<file path="src/rtl/ysyx_22040125_axi_rmaster.sv">
// AXI4 read master: round-robin arbitration of NREQ requesters onto a single AR/R channel,
// one burst outstanding, beats forwarded to the owner one cycle after the R handshake.
module ysyx_22040125_axi_rmaster #(
    parameter int unsigned NREQ   = 2,
    parameter int unsigned DW     = 64,
    parameter int unsigned AW     = 32,
    parameter int unsigned MAXLEN = 8
) (
    input  logic              aclk,
    input  logic              areset,
    output logic [3:0]        arid,
    output logic [AW-1:0]     araddr,
    output logic [7:0]        arlen,
    output logic [2:0]        arsize,
    output logic [1:0]        arburst,
    output logic              arvalid,
    input  logic              arready,
    input  logic [3:0]        rid,
    input  logic [DW-1:0]     rdata,
    input  logic [1:0]        rresp,
    input  logic              rlast,
    input  logic              rvalid,
    output logic              rready,
    input  logic [NREQ-1:0]   req_valid,
    input  logic [NREQ*AW-1:0] req_addr,
    input  logic [NREQ*8-1:0] req_len,
    input  logic [NREQ*3-1:0] req_size,
    output logic [NREQ-1:0]   req_ready,
    output logic [NREQ-1:0]   resp_valid,
    output logic [DW-1:0]     resp_data,
    output logic              resp_last,
    output logic              resp_err
);

    localparam int unsigned IW      = (NREQ > 1) ? $clog2(NREQ) : 1;
    localparam logic [7:0]  LenMax  = 8'(MAXLEN - 1);
    localparam logic [2:0]  SizeMax = 3'($clog2(DW / 8));

    typedef enum logic [1:0] {StIdle, StAr, StR, StErr} state_e;

    state_e            state_q;
    logic [IW-1:0]     rr_q, owner_q;
    logic [AW-1:0]     addr_q;
    logic [7:0]        len_q, cnt_q;
    logic [2:0]        size_q;
    logic              err_q;
    logic [NREQ-1:0]   resp_valid_q;
    logic [DW-1:0]     resp_data_q;
    logic              resp_last_q, resp_err_q;

    logic              gnt_found;
    logic [IW-1:0]     gnt_idx, cand;
    logic [AW-1:0]     g_addr;
    logic [7:0]        g_len;
    logic [2:0]        g_size;
    logic [NREQ-1:0]   owner_oh;
    logic              beat_final, beat_err;

    // Scan requesters starting at the round-robin pointer; first valid one wins.
    always_comb begin
        gnt_found = 1'b0;
        gnt_idx   = '0;
        cand      = '0;
        for (int k = 0; k < int'(NREQ); k++) begin
            cand = IW'((int'(rr_q) + k) % int'(NREQ));
            if (!gnt_found && req_valid[cand]) begin
                gnt_found = 1'b1;
                gnt_idx   = cand;
            end
        end
    end

    always_comb begin
        g_addr     = req_addr[int'(gnt_idx)*AW +: AW];
        g_len      = req_len[int'(gnt_idx)*8 +: 8];
        g_size     = req_size[int'(gnt_idx)*3 +: 3];
        owner_oh   = NREQ'(1) << owner_q;
        beat_final = (cnt_q == len_q);
        beat_err   = err_q | (rresp != 2'b00) | (rid != 4'(owner_q)) | (rlast != beat_final);
        req_ready  = (state_q == StIdle && gnt_found && !areset) ? (NREQ'(1) << gnt_idx) : '0;
    end

    always_ff @(posedge aclk) begin
        if (areset) begin
            state_q      <= StIdle;
            rr_q         <= '0;
            owner_q      <= '0;
            addr_q       <= '0;
            len_q        <= '0;
            cnt_q        <= '0;
            size_q       <= '0;
            err_q        <= 1'b0;
            resp_valid_q <= '0;
            resp_data_q  <= '0;
            resp_last_q  <= 1'b0;
            resp_err_q   <= 1'b0;
        end else begin
            resp_valid_q <= '0;
            resp_last_q  <= 1'b0;
            resp_err_q   <= 1'b0;
            unique case (state_q)
                StIdle: begin
                    if (gnt_found) begin
                        owner_q <= gnt_idx;
                        addr_q  <= g_addr;
                        size_q  <= g_size;
                        cnt_q   <= '0;
                        rr_q    <= IW'((int'(gnt_idx) + 1) % int'(NREQ));
                        if (g_len > LenMax) begin
                            len_q <= LenMax;
                            err_q <= 1'b1;
                        end else begin
                            len_q <= g_len;
                            err_q <= 1'b0;
                        end
                        // Unsupported beat size: answer locally with a single error beat.
                        if (g_size > SizeMax) begin
                            state_q      <= StErr;
                            resp_valid_q <= NREQ'(1) << gnt_idx;
                            resp_data_q  <= '0;
                            resp_last_q  <= 1'b1;
                            resp_err_q   <= 1'b1;
                        end else begin
                            state_q <= StAr;
                        end
                    end
                end
                StAr: begin
                    if (arready) state_q <= StR;
                end
                StR: begin
                    if (rvalid) begin
                        resp_valid_q <= owner_oh;
                        resp_data_q  <= rdata;
                        err_q        <= beat_err;
                        // Burst ends on beat count only; rlast is merely checked.
                        if (beat_final) begin
                            resp_last_q <= 1'b1;
                            resp_err_q  <= beat_err;
                            cnt_q       <= '0;
                            state_q     <= StIdle;
                        end else begin
                            cnt_q <= cnt_q + 8'd1;
                        end
                    end
                end
                StErr: state_q <= StIdle;
                default: state_q <= StIdle;
            endcase
        end
    end

    assign arvalid    = (state_q == StAr);
    assign rready     = (state_q == StR);
    assign arid       = 4'(owner_q);
    assign araddr     = addr_q;
    assign arlen      = len_q;
    assign arsize     = size_q;
    assign arburst    = 2'b01;
    assign resp_valid = resp_valid_q;
    assign resp_data  = resp_data_q;
    assign resp_last  = resp_last_q;
    assign resp_err   = resp_err_q;

endmodule

</file>
<file path="config.mk">
export PLATFORM = sky130hd
export DESIGN_NAME = ysyx_22040125_axi_rmaster
export DESIGN_NICKNAME = d
export VERILOG_FILES = /design/src/rtl/ysyx_22040125_axi_rmaster.sv
export SDC_FILE = /design/constraint.sdc
export NUM_CORES = 1
export LEC_CHECK = 0
export CORE_ASPECT_RATIO = 1.25
export CORE_MARGIN = 4
export CORE_UTILIZATION = 25
export DETAILED_ROUTE_END_ITERATION = 6
export GPL_TIMING_DRIVEN = 1
export SLEW_MARGIN = 20
export SYNTH_ARGS = -nofsm -noshare
export SYNTH_HDL_FRONTEND = slang
export SYNTH_SLANG_ARGS = --single-unit
</file>
<file path="constraint.sdc">
create_clock -name aclk -period 2.1 [get_ports aclk]
set_clock_uncertainty 0.15 [all_clocks]
set_input_delay 0.42 -clock aclk [delete_from_list [all_inputs] [get_ports aclk]]
set_output_delay 0.42 -clock aclk [all_outputs]
set_load 0.05 [all_outputs]
</file>
## Word-level counts from Yosys, hierarchy flattened

Index checks and enable logic that the tools add are counted.

| operators by class | value |
|---|---|
| muxes and demuxes | 40 |
| shifts and indexed selects | 5 |
| bitwise gates (word level) | 3 |
| multiply operators | 1 |
| $add $sub $neg | 3 |
| order comparisons | 4 |
| reduce and logical (&&, ||, !) cells | 12 |
| eq/ne operators | 11 |

Operators with widths:

| cell | number |
|---|---|
| two-way mux 64 bit | 3 |
| one-hot mux 64 bit (2 select lines) | 1 |
| indexed part select 64 x 7 -> 32 bit | 1 |
| two-way mux 8 bit | 4 |
| two-way mux 2 bit | 9 |
| two-way mux 1 bit | 17 |
| one-hot mux 8 bit (2 select lines) | 1 |
| indexed part select 16 x 5 -> 8 bit | 1 |
| adder 8 x 1 -> 8 bit, second input constant | 1 |
| == test 8 bit | 1 |
| > comparator 8 x 3 -> 1 bit, second input constant | 1 |
| one-hot mux 2 bit (4 select lines) | 1 |
| AND reduction 4 bit | 2 |
| != test 2 x 1 -> 1 bit, second input constant | 3 |
| one-hot mux 1 bit (2 select lines) | 3 |
| indexed part select 6 x 4 -> 3 bit | 1 |
| == test 2 bit, second input constant | 2 |
| < comparator 1 x 2 -> 1 bit, second input constant | 2 |
| != test 2 bit, second input constant | 2 |
| != test 4 x 1 -> 1 bit | 1 |
| one-hot mux 2 bit (2 select lines) | 1 |
| nonzero test 2 bit | 2 |
| << shifter 1 x 1 -> 2 bit, first input constant | 2 |
| > comparator 3 x 2 -> 1 bit, second input constant | 1 |
| other kinds (10) | 16 |

| storage, ports and cells | value |
|---|---|
| input port bits | 163 |
| register bits after elaboration | 124 |

## Depth between registers and ports, before layout

Gate-level depths: netlist of the first run.

| logic depth | value |
|---|---|
| depth in word-level cells | 12 |
| mapped depth | 9 |
| gate-level depth less buffers | 5 |

## Least setup slack after synthesis of the first run

OpenSTA, ideal clock, no wires.

| path | value |
|---|---|
| kind | register -> output |
| start | register state_q[1] |
| end | output port req_ready[0] |
| arrival | 1934 ps |
| path slack | -404 ps |
| required time | 1530 ps |
| buffers on the path | 3 |
| cell stages (with the launch flop) | 8 |
| cells stage by stage | dfxtp_1 buf_2 nor2_1 a21boi_1 buf_2 buf_2 nand2_1 nor2_1 |

| on the way | value |
|---|---|
| cells in the longest elaborated chain, start to end | 4 |

RTL lines:

| element | line | text |
|---|---|---|
| start: declaration | 41 | `state_e state_q;` |
| start signal: assignment | 85 | `state_q <= StIdle;` |
| start signal: assignment | 118 | `state_q <= StErr;` |
| start signal: assignment | 124 | `state_q <= StAr;` |
| logical NOT 2 bit | 80 | `req_ready = (state_q == StIdle && gnt_found && !areset) ? (NREQ'(1) << gnt_idx) : '0;` |
| logical AND 1 bit (2 in a row) | 80 |  |
| two-way mux 2 bit | 80 |  |
| end: declaration | 28 | `output logic [NREQ-1:0] req_ready,` |

No other way between the ends.

## Final worst setup path of the first run

Ends and elaborated chain as after synthesis.

==> results.cfg, run 1 <==
[synth]
avgSynthCellArea_um2 = 9.04
yosys_warnings = 0
synth_top_cell_by_area = dfxtp_1
synthesis.area_um2 = 5390
yosys.area.top_type_share_pct = 46.1
synthArstFlopShare_pct = 0
ys.flop_type = dfxtp_1
syn-instance-count = 596
yosys-top-cells-area = dfxtp_1 (46%), nand2b_1 (7.4%), mux2i_1 (6.9%), a21oi_1 (5.8%), nand3_1 (5.6%)
yosysSeqAreaShare_pct = 46.1
synth_seq_cells = 124
yosysUniqueCellTypes = 43
synth-edff-count = 0

[flow_run]
drv_cap = 0

[clock_tree]
cts_inserted_buffers = 17
cts_tree = done
hold_buffers = 0
root_buffer = clkbuf_16
clk_latency_ns = 0.41
cts.sinks = 124
htree_levels = 4
clkSlewWorstSetupHoldPaths_ns = 0.06
clk_path_buf_depth = 2

[critical_path]
endpoint_kind = output port
critPathLaunchType = flop
criticalPathCategory = reg -> out
worstPathBufferInverterCount = 1
crit_path_max_fanout = 3
slowest_stage = dfxtp_2
worstPathRequired_ns = 1.53
critPathArrivalTime_ns = 1.49
cpPeakStageDelay_ns = 0.34
cp_cell_sequence = nor2_4, a21boi_4, nand2_1, nor2_2, buf_12
path_delay_family = simple AND/OR/NAND/NOR gates

[timing]
maxSlewViolCount = 0
fin_setup_tns_ns = 0
fin_crit_ns = 2.06
setup_slack_ns = 0.0433
rsz0062_at_grt = yes
period_share_pct = 97.9
setup_violations = 0
slew_headroom_pct = 64.7
hold_ws_ns = 0.187
tightest_slew_ns = 0.531
finalHoldViolCount = 0
fmax_mhz = 486

[global_route]
first_global_vias = 5111
antenna_found_initial = 2
grt_util_all_layers_pct = 14.6
grt_pass1_wl_um = 27900
overflow = 0
grt_max_degree = 63

[pwr]
intPower_mw = 5.31
clock_power_share_pct = 36.0
p_comb_share_pct = 30.4
switching_power_mw = 2.60
max-vdd-ir-drop_uv = 569
power.leakage_nw = 3.81
power_frac_seq_pct = 33.6
sw_frac_of_total_pct = 32.8
p_per_area_nw_per_um2 = 871

[route]
vias = 5249
drcViolationCount = 0
dr.pass1.iters = 5
viasPerCell = 4.47
wire_per_inst_um = 15.3
drt_iter0_markers = 189
routed_wl_um = 18000
postRouteAntennaNets = 0

[status]
status = finished clean

[min_path]
hold_path_class = in -> reg

[placed_design]
place.gp.congestion = 0.760
placed_cell_area_um2 = 8530
dp_slack_ns = -0.441
port_buffers = 278
hpwl_um = 13500

[die]
initial_core_util_pct = 25.6
coreArea_um2 = 21000
die_w_um = 139
die_area_um2 = 24000
ios = 284
die_h_um = 172
fp-row-count = 59

[final_layout]
final_nets = 1052
design_area_um2 = 9080
drive_gt1_share_pct = 18.2
final_common_cell = clkdlybuf4s50_1
finish.utilization_pct = 43.1
mostFrequentLayoutCells = clkdlybuf4s50_1 (159), dfxtp_1 (122), buf_4 (93)
areaGrowthSynthToFinish_pct = 68.5
[final timing paths]
| kind | startpoint | end | slack (ns) | cells past startpoint |
|---|---|---|---|---|
| min reg2reg | resp_data[16]$_SDFFE_PP0P_ | resp_data[16]$_SDFFE_PP0P_ | 0.31 | 2 |
| max | state_q[1]$_SDFFE_PP0P_ | req_ready[0] | 0.04 | 5 |
| max reg2reg | err_q$_SDFFE_PP0P_ | resp_err$_SDFF_PP0_ | 0.23 | 6 |
| min | areset | state_q[1]$_SDFFE_PP0P_ | 0.19 | 2 |
[state kept, by name, summed over array words and instances (netlist names)]
signal,cells
resp_valid,2
rr_q,1
resp_err,1
resp_last,1
state_q,2
arlen,8
cnt_q,8
owner_q,1
arsize,3
araddr,32
resp_data,64
err_q,1
[layout make-up]
type                    instances  area [um2]
repair buffers                325        3020
diodes                          1        2.50
fillers                      2126       12000
clock buffers                  23         468
flip-flops and latches        124        2480
well taps                     274         343
inverters                       5        18.8
multi-input cells             415        2640
clock inverters                 8        92.6
[per-layer routing]
layer | vias up | track usage (%) | wire length (um)
met5 | - | 0 | 13
met4 | 2 | 4.47 | 182
met3 | 13 | 6.00 | 1870
met2 | 231 | 24.9 | 8510
met1 | 2350 | 16.8 | 7400
li1 | 2653 | - | -
[synthesized netlist by cell type (7+ instances only)]
library cell,number
dfxtp_1,124
nand2b_1,64
a21oi_1,62
nand3_1,60
nor2_1,56
a211oi_1,39
mux2i_1,37
clkbuf_1,20
buf_2,18
xor2_1,13
nand2_1,12
a21oi_2,10
nand3_2,10
buf_4,8
buf_6,7
[worst register-to-register path, cell delays in order (launching register included)]
cell and delay (ns):
dfxtp_1 0.33, or4_1 0.55, nor4_2 0.35, buf_4 0.18, nand2_1 0.05, nand4_1 0.09, a21oi_1 0.07
[power by group through the flow]
stage               combinational (mW)  clock, mW  sequential, mW
floorplan                        0.930          0            3.28
global placement                  2.46          0            2.71
detailed placement                2.46          0            2.71
CTS                               2.43       2.94            2.66
global route                      2.58       3.02            2.68
finish                            2.40       2.84            2.66
[cells by family after synthesis]
family	after synthesis	synth area share [%]
flops	124	46.1
other cells	2	0.139
xor+xnor	16	2.60
simple gates	228	22.6
compound gates	128	15.3
mux	37	6.88
buf+inv	60	6.13
fa+ha+maj	1	0.232
[repair_timing]
item | CTS | global route
endpoints found under the setup margin | 64 | 2
pin swaps | 1 | 0
setup buffers | 2 | 2
resized for setup | 72 | 1
[metrics by stage]
stage	power, mW	instances
2_1_floorplan	4.21	599
3_3_place_gp	5.16	1139
3_5_place_dp	5.17	1139
4_1_cts	8.02	1172
5_1_grt	8.28	1175
6_report	7.91	1175
Note: power is estimated with default switching activity, not from simulation.
==> run 2, diff against run 1 <==
- CTS_CLUSTER_DIAMETER: unset -> 100
==> results of run 2 <==
Final layout, timing and power as in run 1 (identical DEF).
==> run 3, diff against run 2 <==
- CORE_UTILIZATION: 25 -> 40
- PLACE_DENSITY: unset -> 0.81
- REMOVE_ABC_BUFFERS: unset -> 1
- SLEW_MARGIN: 20 -> 10
==> run 3 against run 2 <==
Net effect: via count grew 3.4%; non-clock buffer count shrank 14; power grew 4.5%; largest cell class unchanged.
==> results.cfg, run 3 (synthesized netlist as in run 1, its figures left out) <==
[status]
status = finished clean

[clock_tree]
cts_inserted_buffers = 17
clkSlewWorstSetupHoldPaths_ns = 0.06
cts.sinks = 124
hold_buffers = 0
clk_latency_ns = 0.40
clk_path_buf_depth = 2
htree_levels = 4
root_buffer = clkbuf_16
cts_tree = done

[final_layout]
final_nets = 1038
finish.utilization_pct = 68.1
diodes = 0
mostFrequentLayoutCells = clkdlybuf4s50_1 (159), dfxtp_1 (122), dlygate4sd2_1 (85)
design_area_um2 = 9010
drive_gt1_share_pct = 14.9
final_common_cell = clkdlybuf4s50_1
fin_cells = 1058
areaGrowthSynthToFinish_pct = 67.4
largest_reg_flops = 64
num-fill-cells = 1045

[timing]
fin_setup_tns_ns = 0
hold_ws_ns = 0.172
tightest_slew_ns = 0.662
setup_violations = 0
setup_slack_ns = 0.0506
fin_crit_ns = 2.05
maxSlewViolCount = 0
finalHoldViolCount = 0
period_share_pct = 97.6
slew_headroom_pct = 55.9
fmax_mhz = 488

[route]
vias = 5428
viasPerCell = 5.13
drcViolationCount = 0
drt_iter0_markers = 386
routed_wl_um = 17800
wire_per_inst_um = 16.9
postRouteAntennaNets = 0
dr.pass1.iters = 4

[die]
die_area_um2 = 15400
die_w_um = 112
coreArea_um2 = 13200
fp-row-count = 47
initial_core_util_pct = 40.7
ios = 284
die_h_um = 138

[critical_path]
critPathArrivalTime_ns = 1.48
rr_worst_depth = 6
cp_cell_sequence = buf_4, nor2b_4, buf_12, buf_12
crit_path_max_fanout = 12
worstPathBufferInverterCount = 3
endpoint_kind = output port
path_depth = 4
path_delay_family = buffers and inverters
cpPeakStageDelay_ns = 0.38
worstPathRequired_ns = 1.53
regToRegSetupSlack_ns = 0.23
crit_path_frequent_cell = buf_12
criticalPathCategory = reg -> out
slowest_stage = dfxtp_4
critPathLaunchType = flop

[placed_design]
dp.cells = 1023
dp_slack_ns = -0.368
hpwl_um = 13000
place.gp.congestion = 0.902
port_buffers = 278
placed_cell_area_um2 = 8360

[global_route]
grt_pass1_wl_um = 27500
grt_max_degree = 73
overflow = 0
antenna_found_initial = 1
grt_util_all_layers_pct = 22.3
first_global_vias = 5569

[min_path]
hold_depth = 2
hold_path_class = in -> reg

[pwr]
max-vdd-ir-drop_uv = 460
power.leakage_nw = 3.86
total_power_mw = 8.26
p_per_area_nw_per_um2 = 916

[flow_run]
drv_cap = 0
## run 3: changes by cell type in the layout (fill, tap and decap cells not counted), sizes merged, moves of 3 or more
| cell | previous run | this run |
|---|---|---|
| buf | 103 | 64 |
| clkinvlp | 1 | 4 |
| clkbuf | 23 | 18 |
| bufinv | 2 | 5 |
| dlygate4sd2 | 63 | 85 |
## run 3: worst paths after layout
| check | start | end |
|---|---|---|
| worst max-delay path | state_q[1]$_SDFFE_PP0P_ | rready |
| worst min-delay path | areset | araddr[1]$_SDFFE_PP0P_ |
| worst min register to register | arsize[2]$_SDFFE_PP0P_ | arsize[2]$_SDFFE_PP0P_ |
| worst max register to register | state_q[1]$_SDFFE_PP0P_ | resp_data[50]$_SDFFE_PP0P_ |
## run 3: timing repair
action / 4_1_cts / 5_1_grt
gates resized for setup: 89 / 8
pin swaps: 0 / 2
endpoints found under the setup margin: 86 / 10
buffers inserted: 0 / 1
gates cloned: 2 / 0
## run 3: per-layer routing
metal	part of all wire, %	wire length [um]	global-route usage, %	vias to the layer above
met5	0.045	8	0	-
met3	7.9	1410	6.46	33
met2	52	9270	41.2	253
li1	-	-	-	2628
met1	38	6720	23.7	2512
met4	2.4	424	9.13	2
## run 3: final cells by class
class	count	area, um2	area share, %
sequential	124	2490	27.6
timing repair buffer	311	2990	33.2
inverter	5	18.8	0.208
clock buffer	18	439	4.87
multi-input combinational	415	2650	29.3
clock inverter	14	216	2.40
tap	171	214	2.37
## run 3: report_power, final
part	switching [mW]	internal [mW]	total, mW
Sequential	0.113	2.54	2.66
Clock	1.08	2.14	3.22
Combinational	1.43	0.956	2.38
Total	2.62	5.64	8.26
